## config.mk

```make
export PLATFORM = sky130hd
export DESIGN_NAME = judge_scheduler
export DESIGN_NICKNAME = d
export VERILOG_FILES = /design/src/rtl/judge_scheduler.sv
export SDC_FILE = /design/constraint.sdc
export NUM_CORES = 1
export LEC_CHECK = 0
export CORE_MARGIN = 4
export CORE_UTILIZATION = 57
export DETAILED_ROUTE_END_ITERATION = 10
export GPL_ROUTABILITY_DRIVEN = 1
export PLACE_DENSITY = 0.95
export SLEW_MARGIN = 25
export SYNTH_ARGS = -nofsm -noshare
export SYNTH_HDL_FRONTEND = slang
export SYNTH_SLANG_ARGS = --single-unit
```

## constraint.sdc

```tcl
create_clock -name clk -period 4 [get_ports clk]
set_clock_uncertainty 0.15 [all_clocks]
set_input_delay 0.8 -clock clk [delete_from_list [all_inputs] [get_ports clk]]
set_output_delay 0.8 -clock clk [all_outputs]
set_load 0.02 [all_outputs]
```

## src/rtl/judge_scheduler.sv

```systemverilog
// Shares one judge unit between the red and blue note lanes: captures presses and misses
// per lane, grants round-robin, issues judge requests and reports lane-tagged scores.
module judge_scheduler #(
   parameter int COOLDOWN    = 4,
   parameter int MISS_OFFSET = 6,
   parameter int TIMEOUT     = 15
) (
   input  logic       clk,
   input  logic       rst,
   input  logic       red_button,
   input  logic       blue_button,
   input  logic       node_R,
   input  logic       node_B,
   input  logic [2:0] offset,
   output logic       jreq,
   output logic       jlane,
   output logic [2:0] joffset,
   input  logic       jdone,
   input  logic [1:0] jscore,
   output logic       score_valid,
   output logic [1:0] score,
   output logic       score_lane,
   output logic       delete_R,
   output logic       delete_B,
   output logic       busy
);

   localparam int CW = $clog2(COOLDOWN + 1);
   localparam int TW = (TIMEOUT > 1) ? $clog2(TIMEOUT) : 1;
   localparam logic [CW-1:0] COOL_INIT = CW'(COOLDOWN);
   localparam logic [TW-1:0] TMO_LAST  = TW'(TIMEOUT - 1);
   localparam logic [2:0]    MISS_OFF  = 3'(MISS_OFFSET);

   typedef enum logic [1:0] {IDLE, ISSUE, WAIT, REPORT} state_t;

   state_t        state_q, state_d;
   logic [1:0]    pend_q, pend_d;
   logic [1:0]    miss_q, miss_d;
   logic [2:0]    poff_q [2];
   logic [2:0]    poff_d [2];
   logic [CW-1:0] cool_q [2];
   logic [CW-1:0] cool_d [2];
   logic [TW-1:0] tmo_q, tmo_d;
   logic          glane_q, glane_d;
   logic [2:0]    goff_q, goff_d;
   logic [1:0]    gscore_q, gscore_d;
   logic          last_q, last_d;

   logic [1:0]    button;
   logic [1:0]    node;
   logic [1:0]    accept;
   logic [1:0]    miss_cap;
   logic          grant_lane;

   assign button = {blue_button, red_button};
   assign node   = {node_B, node_R};

   always_comb begin
      state_d    = state_q;
      pend_d     = pend_q;
      miss_d     = miss_q;
      poff_d     = poff_q;
      cool_d     = cool_q;
      tmo_d      = tmo_q;
      glane_d    = glane_q;
      goff_d     = goff_q;
      gscore_d   = gscore_q;
      last_d     = last_q;
      grant_lane = 1'b0;
      accept     = '0;
      miss_cap   = '0;

      case (state_q)
         IDLE: begin
            if (pend_q != 2'b00) begin
               grant_lane         = (pend_q == 2'b11) ? ~last_q : pend_q[1];
               glane_d            = grant_lane;
               goff_d             = poff_q[grant_lane];
               gscore_d           = 2'b00;
               last_d             = grant_lane;
               pend_d[grant_lane] = 1'b0;
               tmo_d              = '0;
               state_d            = miss_q[grant_lane] ? REPORT : ISSUE;
            end
         end
         ISSUE: begin
            tmo_d   = '0;
            state_d = WAIT;
         end
         WAIT: begin
            if (jdone) begin
               gscore_d = jscore;
               state_d  = REPORT;
            end else if (tmo_q == TMO_LAST) begin
               gscore_d = 2'b00;
               state_d  = REPORT;
            end else begin
               tmo_d = tmo_q + TW'(1);
            end
         end
         REPORT: begin
            state_d = IDLE;
         end
         default: state_d = IDLE;
      endcase

      // Lane capture runs after the grant so a new event overrides the grant's clear.
      for (int i = 0; i < 2; i++) begin
         accept[i]   = button[i] & node[i] & ~pend_q[i] & (cool_q[i] == '0);
         miss_cap[i] = node[i] & (offset == MISS_OFF) & ~pend_q[i] & ~accept[i];
         if (accept[i]) begin
            pend_d[i] = 1'b1;
            miss_d[i] = 1'b0;
            poff_d[i] = offset;
            cool_d[i] = COOL_INIT;
         end else begin
            if (cool_q[i] != '0) begin
               cool_d[i] = cool_q[i] - CW'(1);
            end
            if (miss_cap[i]) begin
               pend_d[i] = 1'b1;
               miss_d[i] = 1'b1;
               poff_d[i] = offset;
            end
         end
      end
   end

   always_ff @(posedge clk) begin
      if (rst) begin
         state_q   <= IDLE;
         pend_q    <= '0;
         miss_q    <= '0;
         poff_q[0] <= '0;
         poff_q[1] <= '0;
         cool_q[0] <= '0;
         cool_q[1] <= '0;
         tmo_q     <= '0;
         glane_q   <= 1'b0;
         goff_q    <= '0;
         gscore_q  <= '0;
         last_q    <= 1'b1;
      end else begin
         state_q   <= state_d;
         pend_q    <= pend_d;
         miss_q    <= miss_d;
         poff_q    <= poff_d;
         cool_q    <= cool_d;
         tmo_q     <= tmo_d;
         glane_q   <= glane_d;
         goff_q    <= goff_d;
         gscore_q  <= gscore_d;
         last_q    <= last_d;
      end
   end

   // Outputs are gated by state so everything idles at zero.
   always_comb begin
      jreq        = (state_q == ISSUE);
      jlane       = jreq & glane_q;
      joffset     = jreq ? goff_q : 3'b000;
      score_valid = (state_q == REPORT);
      score       = score_valid ? gscore_q : 2'b00;
      score_lane  = score_valid & glane_q;
      delete_R    = score_valid & ~glane_q;
      delete_B    = score_valid & glane_q;
      busy        = (state_q != IDLE);
   end

endmodule

```

==> flow_summary.ini, run 1 <==
[outcome]
status = completed

[grt]
grt_max_degree = 21
grt_pass1_vias = 1356
grt_overflow_total = 0
antenna_found_initial = 0
track_usage_pct = 21.4
grt_first_pass_wirelength_um = 5800

[drt]
wl_per_cell_um = 15.1
wl_met2_um = 1800
avgViaCountPerCell = 5.94
drtIter0Drc = 58
num_vias = 1348
met1_length_um = 1430
routed.top_layer = met4
wl_um = 3440
drtPass1Iterations = 5
ant_nets = 0
drc = 0
wl_met3_um = 148

[yosys]
yosysSeqAreaShare_pct = 36.8
syn_inst = 174
yosys.area_share.xor_xnor_pct = 1.11
synth_top_family_by_area = compound AO/OA/AOI/OAI gates
syn_nets = 197
synth_compound_area_share_pct = 21.3
ys_ff_latch = 29
synth.cell_area_um2 = 1580
synthAdderAreaFrac_pct = 8.73
synth_area_per_cell_um2 = 9.06
yosysWarnings = 0
synthMuxAreaShare_pct = 7.06
synth.distinct_cells = 42
synthSimpleGateAreaFrac_pct = 18.7

[power_and_ir_drop]
leakage_nw = 0.729
p_per_area_nw_per_um2 = 605
ir_drop_mv = 0.439

[sta]
finalSetupTns_ps = 0
drv_slew = 0
slew_headroom_pct = 52.3
period_share_pct = 72.8
finalSetupViolCount = 0
finalHoldViolations = 0
rsz0062_at_grt = false
max_freq_ghz = 0.344
final.min_clock_period_ps = 2910
worst_pin_slew_ps = 713

[final_layout]
insertedDiodeCount = 0
drive_gt1_share_pct = 8.12
area_growth_pct = 20.4
final_nets = 219
post-route-util_pct = 73.9

[placement]
gp_congestion = 0.783
dp_hpwl_um = 2570
portBuffers = 23

[worst_hold_path]
whs_path_depth = 2
hold_class = reg2reg
worstHoldStart = poff_q[2]
hold_end = poff_q[2]

[cts]
cts_resized = 0
cts_setup_buffers = 0
cts_buffers = 5
clock_latency_ps = 330
cts_buffer_depth = 2
hold_buffers = 0
cts_tree = built
cts_max_level = 2
cts_root_buf = clkbuf_4
cts.reportedPaths.clkPinSlew_ps = 90
cts_sinks = 29

[run]
max_cap_violations = 0

[setup_path]
cp-end-kind = output port
regToRegSetupSlack_ps = 1910
start_kind = flip-flop
worst_r2r_path_depth = 5
rr_endpoint = tmo_q[2]
crit_required_ps = 3050
r2r-start = state_q[0]
critPathKind = reg2out
arrival_ps = 1960
critPathMaxFanout = 13

[floorplan]
die_height_um = 60.6
initial_core_util_pct = 61.4
ios = 24
die_x_um = 60.6
rows = 18
die_area_um2 = 3670
core-area_um2 = 2570
[layout make-up]
class	instances	area (um^2)
clock buffer	7	55.1
tap	30	37.5
inverter	16	60.1
timing repair buffer	24	238
clock inverter	1	30.0
multi-input combinational	120	897
sequential	29	581
fill	181	669
[critical path, stage by stage (launching register included)]
cell             delay, ps
dfxtp_1                390
ha_1                   420
and2_1                 200
clkdlybuf4s50_1        610
[cells in the mapped netlist (all sizes together)]
cell type | count | share of area, %
a21oi | 11 | 3.5
mux2 | 1 | 0.71
clkbuf | 7 | 1.7
dfxtp | 29 | 37
and3b | 3 | 1.7
nor3b | 1 | 0.79
a31o | 1 | 0.56
ha | 11 | 8.7
xnor2 | 2 | 1.1
o311ai | 4 | 2.2
o21ai | 7 | 2.2
o21a | 2 | 0.95
o31ai | 1 | 0.48
a221oi | 2 | 1.1
o221a | 1 | 0.71
and2 | 10 | 4.0
or4b | 1 | 0.87
nor2 | 4 | 0.95
nand2b | 1 | 0.40
nand3 | 2 | 0.63
o22ai | 1 | 0.40
o32ai | 1 | 1.0
nor2b | 9 | 3.6
mux2i | 10 | 6.3
o211ai | 1 | 0.48
and3 | 1 | 0.40
inv | 16 | 3.8
a2111o | 1 | 0.71
a31oi | 1 | 0.40
a32o | 2 | 1.3
a2111oi | 4 | 2.7
a22oi | 1 | 0.48
a211oi | 2 | 0.95
nor3 | 4 | 1.3
a21boi | 1 | 0.71
a21o | 1 | 0.48
nand2 | 14 | 3.3
and4bb | 1 | 0.79
buf | 2 | 0.79
[per-stage QoR]
stage | worst slack (ps) | std cells | hold slack, ps | power [mW] | instance area (um^2)
floorplan | 1670 | 174 | 280 | 0.768 | 1580
global placement | 1530 | 219 | 293 | 0.854 | 1810
detailed placement | 1460 | 219 | 304 | 0.897 | 1810
CTS | 1080 | 227 | 316 | 1.15 | 1900
global route | 936 | 227 | 341 | 1.23 | 1900
finish | 1090 | 227 | 315 | 1.15 | 1900
[cell usage in the layout (no fill, tap or decap), types with 2 or more instances in the layout]
master	count
dfxtp_1	29
clkdlybuf4s50_1	23
inv_1	16
nand2_1	14
a21oi_1	11
ha_1	11
and2_1	10
mux2i_1	10
nor2b_1	9
o21ai_0	7
clkbuf_4	5
nor2_1	4
o311ai_0	4
nor3_1	4
and3b_1	3
o21a_1	2
a211oi_1	2
a2111oi_0	2
a221oi_1	2
a32o_1	2
xnor2_1	2
nand3_1	2
[routing by layer]
layer / track usage, % / up-vias
met5: 0 / -
met4: 10.2 / 0
met3: 7.02 / 6
met2: 38.3 / 27
met1: 22.6 / 652
li1: - / 663
[logic make-up after synthesis]
| logic type | count (synthesis) |
|---|---|
| AO/OA/AOI/OAI | 45 |
| adder cells (fa/ha/maj) | 11 |
| XOR/XNOR | 2 |
| buffers and inverters | 25 |
| multiplexers | 11 |
| AND/OR/NAND/NOR | 51 |
| flip-flops | 29 |
[how the worst max path moves through the flow]
stage                     cells past startpoint         end  startpoint
final                                         3    delete_B  state_q[1]
after CTS                                     3    delete_B  state_q[1]
after global placement                        3  score_lane  state_q[1]
after global routing                          3    delete_B  state_q[1]
after floorplan                               4  score_lane  state_q[1]
after detailed placement                      3    delete_B  state_q[1]
[sequential cells by signal (all words and copies together), names as in the netlist]
register / count
state_q: 2
tmo_q: 4
miss_q: 2
gscore_q: 2
pend_q: 2
goff_q: 3
glane_q: 1
last_q: 1
cool_q: 6
poff_q: 6
[power by group]
group          switching (mW)  internal, mW
sequential             0.0403         0.350
combinational           0.278         0.228
clock                   0.104         0.149
total                   0.422         0.727
No activity file was read; power rests on OpenSTA's default activity.
==> run 2, diff against run 1 <==
CORE_UTILIZATION = 53   (was 57)
PLACE_DENSITY = 0.91   (was 0.95)
clock period = 2.7 ns   (was 4 ns; I/O delays follow)
==> run 2 against run 1 <==
Critical path depth up 1. Worst hold slack better by 2.0 ps. Global-route usage is 1.9 points lower. Sequential share of layout area is 0.49 points higher. Final area shrank 1.6%. Largest power group unchanged. Critical path type unchanged. Clock power about the same. Highest routed layer unchanged.
==> flow_summary.ini, run 2 (synthesis gave the netlist of run 1 again) <==
[cts]
cts_tree = built
cts.reportedPaths.clkPinSlew_ps = 90
cts_max_level = 2
cts_sinks = 29
clock_latency_ps = 340
cts_buffers = 5
cts_root_buf = clkbuf_4
cts_buffer_depth = 2
hold_buffers = 0

[final_layout]
multiInputGateArea_um2 = 900
final_common_cell = dfxtp_1
post-route-util_pct = 66.6
seqCellArea_um2 = 581
final_nets = 219
fillers = 232
largest_registers = cool_q (6), poff_q (6), tmo_q (4)
insertedDiodeCount = 0
area_growth_pct = 18.5
drive_gt1_share_pct = 8.63
final_cell_mix = dfxtp_1 (29), clkdlybuf4s50_1 (23), inv_1 (16)
final_cells = 228

[floorplan]
core-area_um2 = 2810
rows = 19
initial_core_util_pct = 56.2
die_height_um = 62.5
die_area_um2 = 3910
ios = 24
die_x_um = 62.5

[drt]
drtPass1Iterations = 4
avgViaCountPerCell = 6.03
drc = 0
wl_per_cell_um = 15.2
wl_um = 3460
num_vias = 1375
drtIter0Drc = 50
ant_nets = 0

[sta]
slew_headroom_pct = 53.1
rsz0062_at_grt = false
hold_ws_ps = 317
drv_slew = 0
finalSetupViolCount = 0
worst_pin_slew_ps = 701
finalSetupTns_ps = 0
max_freq_ghz = 0.395
finalHoldViolations = 0
layout_setup_ws_ps = 170
final.min_clock_period_ps = 2530
period_share_pct = 93.7

[setup_path]
critPathKind = reg2out
arrival_ps = 1840
cp-end-kind = output port
crit_required_ps = 2010
start_kind = flip-flop
critPathMaxFanout = 7

[run]
max_cap_violations = 0

[placement]
place_inst = 220
place_worst_setup_slack_ps = 432
gp_congestion = 0.784
portBuffers = 23
dp_hpwl_um = 2540

[grt]
grt_overflow_total = 0
grt_first_pass_wirelength_um = 5970
antenna_found_initial = 0
grt_max_degree = 21
grt_pass1_vias = 1357
track_usage_pct = 19.5

[power_and_ir_drop]
leakage_nw = 0.713
ir_drop_mv = 0.429
p_per_area_nw_per_um2 = 842

[outcome]
status = completed

[worst_hold_path]
hold_class = reg2reg
run 2: changes by cell type in the layout (fill, tap and decap cells not counted), sizes merged:
cell / before / now
bufinv: 1 / 0
clkbuf: 7 / 6
clkinv: 0 / 2
run 2: cell type report:
cell class	count	share of cell area, %
Inverter	16	3.22
Multi-Input combinational cell	120	48.2
Clock inverter	2	0.536
Timing Repair Buffer	24	12.7
Clock buffer	6	2.21
Sequential cell	29	31.1
Tap cell	31	2.08
run 2: metrics by stage:
stage | total power [mW] | area (um^2)
floorplan | 1.14 | 1580
global placement | 1.26 | 1810
detailed placement | 1.33 | 1810
CTS | 1.58 | 1870
global route | 1.70 | 1870
finish | 1.57 | 1870
run 2: power by group:
part           total, mW  leakage [nW]  internal [mW]  switching, mW
Sequential         0.579         0.237          0.519         0.0606
Clock              0.253        0.0320         0.0988          0.155
Combinational      0.740         0.444          0.335          0.405
Total               1.57         0.713          0.952          0.621
run 2: final timing paths:
| check | startpoint | endpoint | slack (ps) | cells past startpoint |
|---|---|---|---|---|
| worst max-delay path | state_q[0] | busy | 170 | 4 |
| worst max register to register | state_q[0] | tmo_q[2] | 640 | 5 |
| worst min register to register | gscore_q[0] | gscore_q[0] | 320 | 2 |
| worst min-delay path | gscore_q[0] | gscore_q[0] | 320 | 2 |
run 2: repair_timing:
| action | 4_1_cts | 5_1_grt |
|---|---|---|
| setup buffers | 0 | 0 |
| setup endpoints to repair | 0 | 5 |
| resized for setup | 0 | 1 |
run 2: metal layers:
metal	global-route usage, %	share of wire (%)	vias to the layer above
met5	0	0	-
met4	12.1	3.1	0
met3	7.91	6.6	10
met2	32.4	50	53
met1	20.6	40	651
li1	-	-	661
run 2: worst max-delay path, cell delays in order (launching register included):
cell and delay, ps:
dfxtp_1 360, inv_1 100, ha_1 290, inv_1 130, clkdlybuf4s50_1 610
==> run 3, diff against run 2 <==
PLACE_DENSITY = unset   (was 0.91)
PLACE_DENSITY_LB_ADDON = 0.05   (was unset)
==> run 3 against run 2 <==
Worst hold slack better by 0.79 ps. Fmax is 0.68% lower. Critical path depth stayed put. Total power is 0.12% higher. Flip-flop and latch count stayed put. Utilization is 0.40 points higher. Cell count is 0.44% higher. Critical endpoint unchanged. Largest cell class unchanged. Largest power group unchanged.
==> flow_summary.ini, run 3 (synthesis gave the netlist of run 1 again) <==
[outcome]
status = completed

[setup_path]
slowest_delay_ps = 610
crit_required_ps = 2010
endpoint = busy
critPathKind = reg2out
arrival_ps = 1860
r2r-start = state_q[0]
rr_endpoint = gscore_q[1]
path_common_cell = inv_1
critPathLaunch = state_q[0]
worst_r2r_path_depth = 5
cp_slowest_cell = clkdlybuf4s50_1
worstPathCellList = inv_1 -> ha_1 -> inv_1 -> clkdlybuf4s50_1
start_kind = flip-flop
cp-end-kind = output port
critPathMaxFanout = 7
regToRegSetupSlack_ps = 650

[drt]
avgViaCountPerCell = 5.78
num_vias = 1323
drtPass1Iterations = 4
wl_um = 3150
drtIter0Drc = 57
drc = 0
ant_nets = 0
wl_per_cell_um = 13.7

[final_layout]
final_cells = 229
final_cell_mix = dfxtp_1 (29), clkdlybuf4s50_1 (23), inv_1 (16)
largest_registers = cool_q (6), poff_q (6), tmo_q (4)
drive_gt1_share_pct = 9.60
final_nets = 220
insertedDiodeCount = 0
fillers = 254
area_growth_pct = 19.2
final_common_cell = dfxtp_1

[power_and_ir_drop]
p_per_area_nw_per_um2 = 838
ir_drop_mv = 0.550
finalPower_mw = 1.57
leakage_nw = 0.716

[sta]
finalSetupTns_ps = 0
slew_headroom_pct = 53.1
worst_pin_slew_ps = 701
finalHoldViolations = 0
drv_slew = 0
rsz0062_at_grt = false
layout_setup_ws_ps = 153
final.min_clock_period_ps = 2550
period_share_pct = 94.3
max_freq_ghz = 0.393
finalSetupViolCount = 0

[floorplan]
die_area_um2 = 3910
die_height_um = 62.5
rows = 19
ios = 24
die_x_um = 62.5
initial_core_util_pct = 56.2
core-area_um2 = 2810

[grt]
antenna_found_initial = 0
grt_use_met3_pct = 7.01
grt_overflow_total = 0
top_usage_layer = met2
met1_usage_pct = 21.3
grt_pass1_vias = 1221
track_usage_pct = 17.6
grt_first_pass_wirelength_um = 5490
met2_usage_pct = 28.0
grt_max_degree = 21

[worst_hold_path]
hold_class = reg2reg

[cts]
cts_buffer_depth = 2
cts_max_level = 2
cts_tree = built
cts_root_buf = clkbuf_4
cts_buffers = 5
cts_sinks = 29
hold_buffers = 0
clock_latency_ps = 340
cts.reportedPaths.clkPinSlew_ps = 90

[placement]
dp_hpwl_um = 2320
gp_congestion = 0.703
place_worst_setup_slack_ps = 444
portBuffers = 23
place_inst = 221

[run]
max_cap_violations = 0
==> run 3: what timing repair did <==
item | in CTS | in global routing
setup buffers | 0 | 0
resized for setup | 0 | 1
setup endpoints to repair | 0 | 5
==> run 3: worst max-delay path: cells and delay by family, from the launching register on <==
family | cells | cell delay (ps)
flops | 1 | 370
fa+ha+maj | 1 | 290
buf+inv | 3 | 850
==> run 3: worst min path at each step <==
| stage | start | cells after the start | end |
|---|---|---|---|
| CTS | poff_q[5] | 2 | poff_q[5] |
| global route | poff_q[5] | 2 | poff_q[5] |
| finish | gscore_q[0] | 2 | gscore_q[0] |
| detailed placement | poff_q[5] | 2 | poff_q[5] |
| global placement | gscore_q[0] | 2 | gscore_q[0] |
| floorplan | gscore_q[0] | 2 | gscore_q[0] |
==> run 3: metrics by stage <==
step,util (%),hold WS [ps],area (um^2)
detailed placement,64.9,306,1820
CTS,66.9,320,1880
global placement,64.9,287,1820
floorplan,-,280,1580
global route,67.0,345,1880
finish,67.0,318,1880
==> run 3: final cells by class <==
cell class              instances  area, um^2  area share (%)
clock inverters                 3        17.5           0.932
inverters                      16        60.1            3.20
repair buffers                 25         245            13.0
multi-input cells             120         900            47.9
clock buffers                   5        37.5            2.00
flip-flops and latches         29         581            30.9
well taps                      31        38.8            2.06
==> run 3: power by group <==
part           internal, mW  switching [mW]
sequential            0.519          0.0607
combinational         0.338           0.396
clock                0.0978           0.163
total                 0.955           0.620
==> run 3: metal layers <==
metal | up-vias | share of wire [%]
met1 | 619 | 46
li1 | 662 | -
met3 | 6 | 7.1
met5 | - | 0
met2 | 36 | 46
met4 | 0 | 1.5
